--- src/rtl/kernel_window_ctrl.sv ---
// Sliding-window (N x N kernel) stream controller: counts pixels, drives line-buffer
// strobes and flags valid windows. Optional macro BORDER_MASK_EN suppresses partial-border windows.
module kernel_window_ctrl #(
  parameter int unsigned IMG_W = 64,
  parameter int unsigned IMG_H = 64,
  parameter int unsigned N     = 3,
  parameter int unsigned CW    = 6
) (
  input  logic          clk,
  input  logic          rst,
  input  logic          start,
  input  logic          in_valid,
  output logic          in_ready,
  input  logic          out_ready,
  output logic          shift_en,
  output logic [CW-1:0] lb_addr,
  output logic          lb_we,
  output logic          win_valid,
  output logic [CW-1:0] col,
  output logic [CW-1:0] row,
  output logic          busy,
  output logic          frame_done
);

  localparam logic [CW-1:0] COL_LAST = CW'(IMG_W - 1);
  localparam logic [CW-1:0] ROW_LAST = CW'(IMG_H - 1);
  localparam logic [CW-1:0] FILL_ROW = CW'(N - 2);
  localparam logic [CW-1:0] WIN_COL  = CW'(N - 1);

  typedef enum logic [1:0] {IDLE, FILL, RUN, DONE} state_t;

  state_t        state;
  logic [CW-1:0] col_cnt;
  logic [CW-1:0] row_cnt;
  logic          accept;
  logic          col_wrap;
  logic          win_hit;

  // Handshake: no intake while a window is still waiting on downstream.
  assign in_ready = rst && ((state == FILL) || (state == RUN)) && (!win_valid || out_ready);
  assign accept   = in_valid && in_ready;
  assign shift_en = accept;
  assign lb_we    = accept;
  assign lb_addr  = col_cnt;
  assign busy     = rst && (state != IDLE);
  assign col_wrap = (col_cnt == COL_LAST);

`ifdef BORDER_MASK_EN
  assign win_hit = accept && (state == RUN) && (col_cnt >= WIN_COL);
`else
  assign win_hit = accept && (state == RUN);
`endif

  always_ff @(posedge clk) begin
    if (!rst) begin
      state      <= IDLE;
      col_cnt    <= '0;
      row_cnt    <= '0;
      col        <= '0;
      row        <= '0;
      win_valid  <= 1'b0;
      frame_done <= 1'b0;
    end else begin
      frame_done <= 1'b0;

      if (accept) begin
        col <= col_cnt;
        row <= row_cnt;
        if (col_wrap) begin
          col_cnt <= '0;
          row_cnt <= row_cnt + CW'(1);
        end else begin
          col_cnt <= col_cnt + CW'(1);
        end
      end

      // A held window only drops once downstream has taken it.
      if (win_hit) begin
        win_valid <= 1'b1;
      end else if (out_ready) begin
        win_valid <= 1'b0;
      end

      case (state)
        IDLE: begin
          if (start) state <= FILL;
        end
        FILL: begin
          if (accept && col_wrap && (row_cnt == FILL_ROW)) state <= RUN;
        end
        RUN: begin
          if (accept && col_wrap && (row_cnt == ROW_LAST)) begin
            state      <= DONE;
            frame_done <= 1'b1;
          end
        end
        DONE: begin
          state   <= IDLE;
          col_cnt <= '0;
          row_cnt <= '0;
        end
        default: state <= IDLE;
      endcase
    end
  end

endmodule

--- config.mk ---
export PLATFORM = sky130hd
export DESIGN_NAME = kernel_window_ctrl
export DESIGN_NICKNAME = d
export VERILOG_FILES = /design/src/rtl/kernel_window_ctrl.sv
export SDC_FILE = /design/constraint.sdc
export NUM_CORES = 1
export LEC_CHECK = 0
export CORE_MARGIN = 2
export CORE_UTILIZATION = 36
export DETAILED_ROUTE_END_ITERATION = 8
export PLACE_DENSITY_LB_ADDON = 0.12
export SLEW_MARGIN = 20
export SYNTH_ARGS = -nofsm -noshare
export SYNTH_HDL_FRONTEND = slang
export SYNTH_SLANG_ARGS = --single-unit
--- constraint.sdc ---
create_clock -name clk -period 2.1 [get_ports clk]
set_clock_uncertainty 0.2 [all_clocks]
set_input_delay 0.315 -clock clk [delete_from_list [all_inputs] [get_ports clk]]
set_output_delay 0.315 -clock clk [all_outputs]
set_load 0.005 [all_outputs]
==> flow_summary.yaml <==
run_status:
  status: "finished, final reports clean"
place:
  gp_congestion: 0.8112
  place_inst: 240
  numPortBuffers: 28
  placed_area_um2: 1740
  dp_hpwl_um: 2270
global_route:
  antenna_found_initial: 0
  grt_max_degree: 16
  grt_pass1_wl_um: 5106
  grt.total_usage: 0.1564
  overflow: 0
  first_global_vias: 1200
logic_synthesis:
  yosysMostFrequentCell: "nand2_1"
  yosys_warnings: 0
  synth_top_area_frac: 0.4341
  yosysTopAreaCell: "dfxtp_1"
  synth_area_um2: 1291
  synth-seq-cells: 28
  async_flop_share: 0
  ys_types: 36
  synthTopCellsByCount: "nand2_1, dfxtp_1, a21oi_1, nor2_1, ha_1"
  yosysSeqAreaShare: 0.4341
  synthTopCellsByArea: "dfxtp_1, nand2_1, ha_1"
  ys.flop_type: "dfxtp_1"
  synth_cells: 153
  synth_edf_count: 0
  synth_fp_nets: 165
  avgSynthCellArea_um2: 8.439
worst_setup_path:
  worst-path-stages: 8
  r2r_slack_ns: 0.09
  cp-startpoint: "state[1]"
  reg2reg_from: "state[1]"
  crit_arrival_ns: 2.05
  cp_cell_sequence: "inv_1 -> ha_1 -> and2_4 -> nand3_4 -> buf_6 -> o31ai_4 -> nand3_2 -> a221oi_2"
  worst_path_max_delay_cell: "dfxtp_2"
  r2r_end: "state[0]"
  cp-start-kind: "flop"
  cp.required_ns: 2.15
  crit_buf_inv: 2
  r2r_cells: 8
  endpoint: "state[0]"
  end_kind: "flop"
  crit_family: "compound AO/OA/AOI/OAI gates"
  critical_path_class: "flop to flop"
  worstPathMaxFanout: 5
  crit_path_max_incr_delay_ns: 0.35
pwr:
  vdd_drop_max_v: 0.0004473
  p_leak_nw: 0.6702
  power_density_nw_per_um2: 732.5
route:
  vias_per_cell: 4.785
  ant_nets: 0
  drt_pass1_iterations: 4
  drc: 0
  wire_per_inst_um: 11.61
  wl_um: 2868
  drtIter0Drc: 35
  num_vias: 1182
timing:
  final-max-slew-violation-count: 0
  hold_violations: 0
  holdWs_ns: 0.2636
  fmax_ghz: 0.4982
  slew_headroom: 0.6740
  fin_crit_sh: 0.9559
  setup_viol: 0
  post-route-min-period_ns: 2.007
  tns_ns: 0
  tightest_slew_ns: 0.4890
clock_network:
  cts_tree: "yes"
  clock_latency_ns: 0.32
  htree_levels: 1
  path_clk_slew_ns: 0.14
  clock_path_buffers: 2
  numCtsBuffers: 3
  root_buffer: "clkbuf_4"
  clock_sinks: 28
floorplanning:
  die_area_um2: 4082
  coreArea_um2: 3390
  dieHeight_um: 63.89
  num_io_pins: 29
  start_util: 0.3810
  dieWidth_um: 63.89
  placement_rows: 21
flow_run:
  drv_cap: 0
cells_and_area:
  diodes: 0
  syn2layout_area_growth_pct: 40.12
  final_cell_area_um2: 1809
  nets: 214
  drive_above_1_share: 0.2139
  instances_no_fill: 247
  fin_util: 0.5338
hold_path:
  min_path_type: "flop to flop"
-- power by group --
group | internal (W) | switching, W
Clock | 0.000106 | 0.000149
Sequential | 0.000558 | 0.0000113
Combinational | 0.000257 | 0.000244
Total | 0.000921 | 0.000404
-- routing by layer --
layer | part of all wire | vias up | track usage
met5 | 0 | - | 0
met4 | 0.0087 | 0 | 0.04076
met3 | 0.034 | 2 | 0.02113
met2 | 0.53 | 23 | 0.3021
met1 | 0.43 | 552 | 0.1769
li1 | - | 605 | -
-- cell usage in the layout (no fill, tap or decap), types with 3 or more instances in the layout --
master           instances
nand2_1                 33
ha_1                     7
clkbuf_4                 3
xor2_1                   4
nor2_1                  17
nand2b_1                 3
nor3_1                   3
buf_4                   22
nand3_1                  5
clkdlybuf4s50_1         24
dfxtp_1                 26
xnor2_1                  3
inv_1                    4
a21oi_1                 17
-- tightest hold or removal path, delay by kind of cell (launching register included) --
family          cells  cell delay [ns]
simple gates        1             0.05
compound gates      1             0.05
flops               1             0.33
-- worst min-delay path by stage --
stage                 from          to  cells past startpoint
floorplan              rst  frame_done                      2
global placement    col[4]      col[4]                      2
detailed placement  col[2]      col[2]                      2
CTS                 col[2]      col[2]                      2
global route        row[1]      row[1]                      2
finish              col[2]      col[2]                      2
-- cells by family (layout without fill, tap and decap cells) --
family / after synthesis / after routing / share of synthesized area
simple gates: 75 / 75 / 0.2771
xor+xnor: 7 / 7 / 0.04748
mux: 1 / 1 / 0.007752
flops: 28 / 28 / 0.4341
fa+ha+maj: 7 / 7 / 0.06783
compound gates: 23 / 23 / 0.1201
buf+inv: 12 / 60 / 0.04553
-- flip-flops by register name (all words and copies together) (netlist names) --
name        cells
row_cnt         6
state           2
row             6
win_valid       1
lb_addr         6
col             6
frame_done      1
-- through the flow --
stage / power, W / worst slack [ns]
after floorplan: 0.0008385 / 0.04151
after global placement: 0.001046 / -0.04542
after detailed placement: 0.001055 / -0.08252
after CTS: 0.001336 / -0.03124
after global routing: 0.001414 / -0.0004454
final: 0.001325 / 0.09262
-- area by class of cell --
type | instances | area (µm²)
well taps | 46 | 57.56
flip-flops and latches | 28 | 563.0
multi-input cells | 113 | 684.4
fillers | 339 | 1580
repair buffers | 51 | 444.2
inverters | 5 | 23.77
clock buffers | 4 | 36.28
-- repair_timing --
action | 4_1_cts | 5_1_grt
resized for setup | 8 | 7
setup buffers | 3 | 0
endpoints found under the setup margin | 4 | 4
hold buffers | 0 | 0
pin swaps | 1 | 5
(Power assumes the default switching activity.)
